--- src/rtl/spi_bridge_pkg.sv ---
// Shared types and helpers for the SPI register bridge family.
package spi_bridge_pkg;

  typedef enum logic [2:0] {
    StIdle,
    StCmd,
    StAddr,
    StWdata,
    StRdata
  } state_e;

  localparam logic RwWrite = 1'b1;

  // Counter must hold the longest field length (address or data word).
  function automatic int unsigned cnt_width(input int unsigned addr_w,
                                            input int unsigned data_w);
    int unsigned longest;
    longest = (addr_w > data_w) ? addr_w : data_w;
    return $clog2(longest + 1);
  endfunction

endpackage

--- src/rtl/spi_edge_detect.sv ---
// Registers a pre-synchronised SPI clock and emits one-cycle rise/fall pulses.
module spi_edge_detect (
  input  logic clk_i,
  input  logic rst_ni,
  input  logic spi_clk_i,
  output logic rise_o,
  output logic fall_o
);

  logic spi_clk_q;

  always_ff @(posedge clk_i) begin
    if (!rst_ni) begin
      spi_clk_q <= 1'b0;
    end else begin
      spi_clk_q <= spi_clk_i;
    end
  end

  assign rise_o = spi_clk_i & ~spi_clk_q;
  assign fall_o = ~spi_clk_i & spi_clk_q;

endmodule

--- src/rtl/spi_reg_bridge.sv ---
// SPI mode-0 slave to register-bus bridge with bursts, auto-increment and framing errors.
module spi_reg_bridge
  import spi_bridge_pkg::*;
#(
  parameter int unsigned ADDR_W   = 4,
  parameter int unsigned DATA_W   = 8,
  parameter int unsigned AUTO_INC = 1
) (
  input  logic              clk,
  input  logic              rst_n,
  input  logic              ena,
  input  logic              spi_cs_n,
  input  logic              spi_clk,
  input  logic              spi_mosi,
  output logic              spi_miso,
  output logic [ADDR_W-1:0] reg_addr,
  input  logic [DATA_W-1:0] reg_data_i,
  output logic [DATA_W-1:0] reg_data_o,
  output logic              reg_wr,
  output logic              reg_rd,
  output logic              frame_err
);

  localparam int unsigned CntW = cnt_width(ADDR_W, DATA_W);
  localparam logic [ADDR_W-1:0] AddrStep = (AUTO_INC != 0) ? ADDR_W'(1) : '0;

  state_e            state_q, state_d;
  logic [CntW-1:0]   bit_cnt_q, bit_cnt_d;
  logic              rw_q, rw_d;
  logic [ADDR_W-1:0] addr_sh_q, addr_sh_d;
  logic [DATA_W-1:0] data_sh_q, data_sh_d;
  logic [ADDR_W-1:0] reg_addr_q, reg_addr_d;
  logic [DATA_W-1:0] wdata_q, wdata_d;
  logic              wr_q, wr_d, rd_q, rd_d, ferr_q, ferr_d, miso_q, miso_d;
  logic              sclk_rise, sclk_fall, abort;

  spi_edge_detect u_edge (
    .clk_i    (clk),
    .rst_ni   (rst_n),
    .spi_clk_i(spi_clk),
    .rise_o   (sclk_rise),
    .fall_o   (sclk_fall)
  );

  assign abort = spi_cs_n | ~ena;

  always_comb begin
    state_d    = state_q;
    bit_cnt_d  = bit_cnt_q;
    rw_d       = rw_q;
    addr_sh_d  = addr_sh_q;
    data_sh_d  = data_sh_q;
    reg_addr_d = reg_addr_q;
    wdata_d    = wdata_q;
    wr_d       = 1'b0;
    rd_d       = 1'b0;
    ferr_d     = 1'b0;
    miso_d     = miso_q;

    // Address advances the cycle after a write strobe; read data lands one cycle after reg_rd.
    if (wr_q) reg_addr_d = reg_addr_q + AddrStep;
    if (rd_q) data_sh_d = reg_data_i;

    unique case (state_q)
      StIdle: begin
        bit_cnt_d = '0;
        if (!abort) state_d = StCmd;
      end
      StCmd: begin
        if (abort) begin
          state_d = StIdle;
        end else if (sclk_rise) begin
          rw_d      = spi_mosi;
          bit_cnt_d = '0;
          state_d   = StAddr;
        end
      end
      StAddr: begin
        if (abort) begin
          state_d = StIdle;
          ferr_d  = 1'b1;
        end else if (sclk_rise) begin
          addr_sh_d = ADDR_W'({addr_sh_q, spi_mosi});
          if (bit_cnt_q == CntW'(ADDR_W - 1)) begin
            reg_addr_d = addr_sh_d;
            bit_cnt_d  = '0;
            if (rw_q == RwWrite) begin
              state_d = StWdata;
            end else begin
              state_d = StRdata;
              rd_d    = 1'b1;
            end
          end else begin
            bit_cnt_d = bit_cnt_q + 1'b1;
          end
        end
      end
      StWdata: begin
        if (abort) begin
          state_d = StIdle;
          ferr_d  = (bit_cnt_q != '0);
        end else if (sclk_rise) begin
          data_sh_d = DATA_W'({data_sh_q, spi_mosi});
          if (bit_cnt_q == CntW'(DATA_W - 1)) begin
            wdata_d   = data_sh_d;
            wr_d      = 1'b1;
            bit_cnt_d = '0;
          end else begin
            bit_cnt_d = bit_cnt_q + 1'b1;
          end
        end
      end
      StRdata: begin
        if (abort) begin
          state_d = StIdle;
          ferr_d  = (bit_cnt_q != '0);
        end else begin
          if (sclk_fall) begin
            miso_d    = data_sh_q[DATA_W-1];
            data_sh_d = data_sh_q << 1;
          end
          if (sclk_rise) begin
            if (bit_cnt_q == CntW'(DATA_W - 1)) begin
              // Prefetch the next burst word well before the following falling edge.
              bit_cnt_d  = '0;
              reg_addr_d = reg_addr_q + AddrStep;
              rd_d       = 1'b1;
            end else begin
              bit_cnt_d = bit_cnt_q + 1'b1;
            end
          end
        end
      end
      default: state_d = StIdle;
    endcase

    if (state_d != StRdata) miso_d = 1'b0;
  end

  always_ff @(posedge clk) begin
    if (!rst_n) begin
      state_q    <= StIdle;
      bit_cnt_q  <= '0;
      rw_q       <= 1'b0;
      addr_sh_q  <= '0;
      data_sh_q  <= '0;
      reg_addr_q <= '0;
      wdata_q    <= '0;
      wr_q       <= 1'b0;
      rd_q       <= 1'b0;
      ferr_q     <= 1'b0;
      miso_q     <= 1'b0;
    end else begin
      state_q    <= state_d;
      bit_cnt_q  <= bit_cnt_d;
      rw_q       <= rw_d;
      addr_sh_q  <= addr_sh_d;
      data_sh_q  <= data_sh_d;
      reg_addr_q <= reg_addr_d;
      wdata_q    <= wdata_d;
      wr_q       <= wr_d;
      rd_q       <= rd_d;
      ferr_q     <= ferr_d;
      miso_q     <= miso_d;
    end
  end

  assign spi_miso   = miso_q;
  assign reg_addr   = reg_addr_q;
  assign reg_data_o = wdata_q;
  assign reg_wr     = wr_q;
  assign reg_rd     = rd_q;
  assign frame_err  = ferr_q;

endmodule

--- config.mk ---
export PLATFORM = sky130hd
export DESIGN_NAME = spi_reg_bridge
export DESIGN_NICKNAME = d
export VERILOG_FILES = /design/src/rtl/spi_bridge_pkg.sv /design/src/rtl/spi_edge_detect.sv /design/src/rtl/spi_reg_bridge.sv
export SDC_FILE = /design/constraint.sdc
export NUM_CORES = 1
export LEC_CHECK = 0
export CAP_MARGIN = 15
export CORE_AREA = 4 4 63 94
export CTS_CLUSTER_DIAMETER = 50
export DETAILED_ROUTE_END_ITERATION = 12
export DIE_AREA = 0 0 67 98
export SYNTH_ARGS = -nofsm -noshare
export SYNTH_HDL_FRONTEND = slang
export SYNTH_SLANG_ARGS = --single-unit
--- constraint.sdc ---
create_clock -name clk -period 1.6 [get_ports clk]
set_input_delay 0.32 -clock clk [delete_from_list [all_inputs] [get_ports clk]]
set_output_delay 0.32 -clock clk [all_outputs]
set_load 0.01 [all_outputs]
==> results by group <==
Synth
  – Library cell occupying the most area in the post-synthesis netlist: dfxtp_1
  – Fraction of synthesis flops using an asynchronous set or reset pin: 0%
  – Predominant post-synthesis flop cell: dfxtp_1
  – Post-synth cell types: 56
  – Post-synthesis sequential element count: 36
  – Post-Synthesis Cells: 233
  – Number of enable flip-flop cells after synthesis: 0
  – Mapped Avg Cell Area: 8.721 um^2
  – Mapped Nets: 250
  – Register area share after synthesis: 35.47%
  – Cell types with the highest counts after synthesis: 36 x dfxtp_1, 28 x nand2_1, 22 x nor2_1
  – Post-synthesis instance area: 2032 um^2
  – Count leader, synth: dfxtp_1
  – Yosys top cell area share: 35.47%
  – Number of warnings issued by yosys: 0
  – Largest cells by area after synthesis: dfxtp_1 35%, mux2i_1 9.9%, nand2_1 5.2%

Detailed routing
  – Final WL: 5368 um
  – Detailed Route Iter0 Violations: 45
  – Total via count in the routed design: 1915
  – Average via count per standard cell: 5.319
  – DRC errors left: 0
  – Wire per inst: 14.91 um
  – Antenna-violating nets left: 0
  – Drt first pass iters: 4

Placed design
  – Placed Instance Area: 2630 um^2
  – Post-Place Cells: 351
  – Port Buffers: 29
  – Weighted congestion at the end of routability-driven global placement: 0.8174
  – Post-DP HPWL: 3984 um
  – Post-placement setup slack: -0.3970 ns

Finish
  – Antenna Diode Count: 0
  – Post-layout instance count excluding filler cells: 360
  – Area of all sequential standard cells: 732.0 um^2
  – Share of cells above drive strength 1: 29.79%
  – Footprint of the multi-input gates: 1329 um^2
  – Layout Area Growth over Synthesis: 42.12%
  – Final instance area: 2888 um^2
  – Number of nets in the finished design: 309
  – Fill cell count: 462

STA
  – Maximum clock rate: 0.6291 GHz
  – Part of the cycle the worst path needs: 99.34%
  – Endpoints failing setup: 0
  – Final worst clock skew: 0.006056 ns
  – RSZ-0062 raised after global routing: yes
  – Actual slew at the worst max-slew pin: 0.3253 ns
  – Worst-case setup margin in the final layout: 0.01051 ns
  – Final slew viol count: 0
  – Final Hold Viols: 0
  – Final min period: 1.589 ns
  – Max-slew headroom: 78.01%

Critical path
  – Slowest Stage Delay on Critical Path: 0.56 ns
  – Critical path type: register to primary output
  – Arr. time, crit path: 1.27 ns
  – Buf+Inv Stages, Crit Path: 1
  – Register-to-register setup slack: 0.03 ns
  – Data required time at the worst endpoint: 1.28 ns
  – Series of cell instances along the critical path: clkdlybuf4s50_1
  – CP Launch Type: register
  – Cell family with most CP delay: buffers and inverters
  – Slowest cell on the critical path: clkdlybuf4s50_1
  – Crit Path Max Fanout: 7
  – Critical path endpoint category: primary output

Global route
  – Number of global-route vias before repair: 1840
  – Global route overflow: 0
  – Number of antenna violations at the first check in global routing: 0
  – Global-route total usage across every layer: 17.19%
  – Pin count of the biggest net entering global routing: 17
  – Wire length of the first global-routing pass: 8756 um

CTS
  – Worst-path clk slew: 0.07 ns
  – Latest clock arrival within the worst-skew pair: 0.29 ns
  – Longest Clk Path Bufs: 2
  – Root buffer selected by CTS: clkbuf_8
  – Cts bufs inserted: 5
  – Clock net sink count: 36
  – Hold_buf cts: 0
  – H-tree levels: 2
  – CTS tree: yes

Worst hold path
  – Type of the tightest min-delay check: register to register

Status
  – Status: completed

Die
  – Overall die area: 6566 um^2
  – Number of ports placed on the die boundary: 30
  – Starting density of the core: 39.96%
  – Height of the die: 98 um
  – Number of standard-cell rows in the floorplan: 32
  – Floorplan core area: 5085 um^2
  – Chip width: 67 um

Power and ir drop
  – Pleak: 1.040 nW
  – VDD IR max: 0.4915 mV
  – Cell Pwr Density: 601.8 nW/um^2

Job
  – Max-cap viol count: 0
-- logic make-up (layout without fill, tap and decap cells) --
kind of cell / Yosys count / after routing / share of synthesized area [%]
AO/OA/AOI/OAI: 42 / 42 / 14.35
XOR/XNOR: 3 / 3 / 1.293
adder cells (fa/ha/maj): 4 / 4 / 2.340
buffers and inverters: 22 / 81 / 5.788
flip-flops: 36 / 36 / 35.47
multiplexers: 28 / 28 / 14.29
AND/OR/NAND/NOR: 98 / 98 / 26.48
-- power breakdown --
group          internal [mW]  switching [mW]  total, mW
combinational         0.0676          0.0645      0.132
sequential             0.897         0.00293      0.900
clock                  0.384           0.323      0.706
-- final cells by class --
class                      instances  share of cell area (%)
inverter                           6                  0.7799
timing repair buffer              68                   21.58
clock buffer                       7                   3.336
sequential                        36                   25.35
multi-input combinational        175                   46.01
tap                               68                   2.946
-- final timing paths --
kind                                   start  cells past startpoint      endpoint
worst max register to register  bit_cnt_q[0]                      5   reg_addr[0]
worst min-delay path            addr_sh_q[1]                      2  addr_sh_q[1]
worst min register to register  addr_sh_q[1]                      2  addr_sh_q[1]
worst max-delay path                  reg_wr                      1        reg_wr
-- per-stage QoR --
stage	power (mW)	hold slack, ns	utilization [%]	setup TNS [ns]
after floorplan	0.9699	0.4366	-	0
after global placement	1.040	0.4639	51.72	-7.723
after detailed placement	1.041	0.4657	51.72	-7.849
after CTS	1.753	0.4759	54.65	-0.06034
after global routing	1.824	0.5109	56.79	-0.06249
final	1.738	0.4728	56.79	0
-- cells in the final DEF (no fill, tap or decap), drive strengths merged, types with 2 or more instances in the layout --
master and n:
nor4b 2, dlygate4sd2 2, nand2b 4, nor3 9, o21ai 5, nor2 22
a21oi 12, buf 39, nand3 8, clkbuf 7, nand3b 2, mux2i 20
mux2 8, nand4b 3, xnor2 3, a31oi 4, nor2b 5, nor4 3
dfxtp 36, or3b 2, inv 6, o311ai 4, nor3b 3, o211ai 2
nand2 28, ha 3, nand4 2, clkdlybuf4s50 26
-- what timing repair did --
item / in CTS / in global routing
buffers inserted: 1 / 1
pin swaps: 1 / 10
setup endpoints to repair: 15 / 26
gates resized for setup: 16 / 25
-- registers in the layout, summed over array words and instances (netlist names) --
signal            count
reg_data_o            8
data_sh_q             8
addr_sh_q             3
reg_addr              4
state_q               3
rw_q                  1
u_edge.spi_clk_q      1
frame_err             1
spi_miso              1
reg_rd                1
bit_cnt_q             4
reg_wr                1
-- per-layer routing --
layer	GRT usage [%]	wire length, um
met3	3.222	201
met4	7.500	84
met2	30.83	2921
met5	0	0
met1	18.91	2160
(Power assumes the default switching activity.)
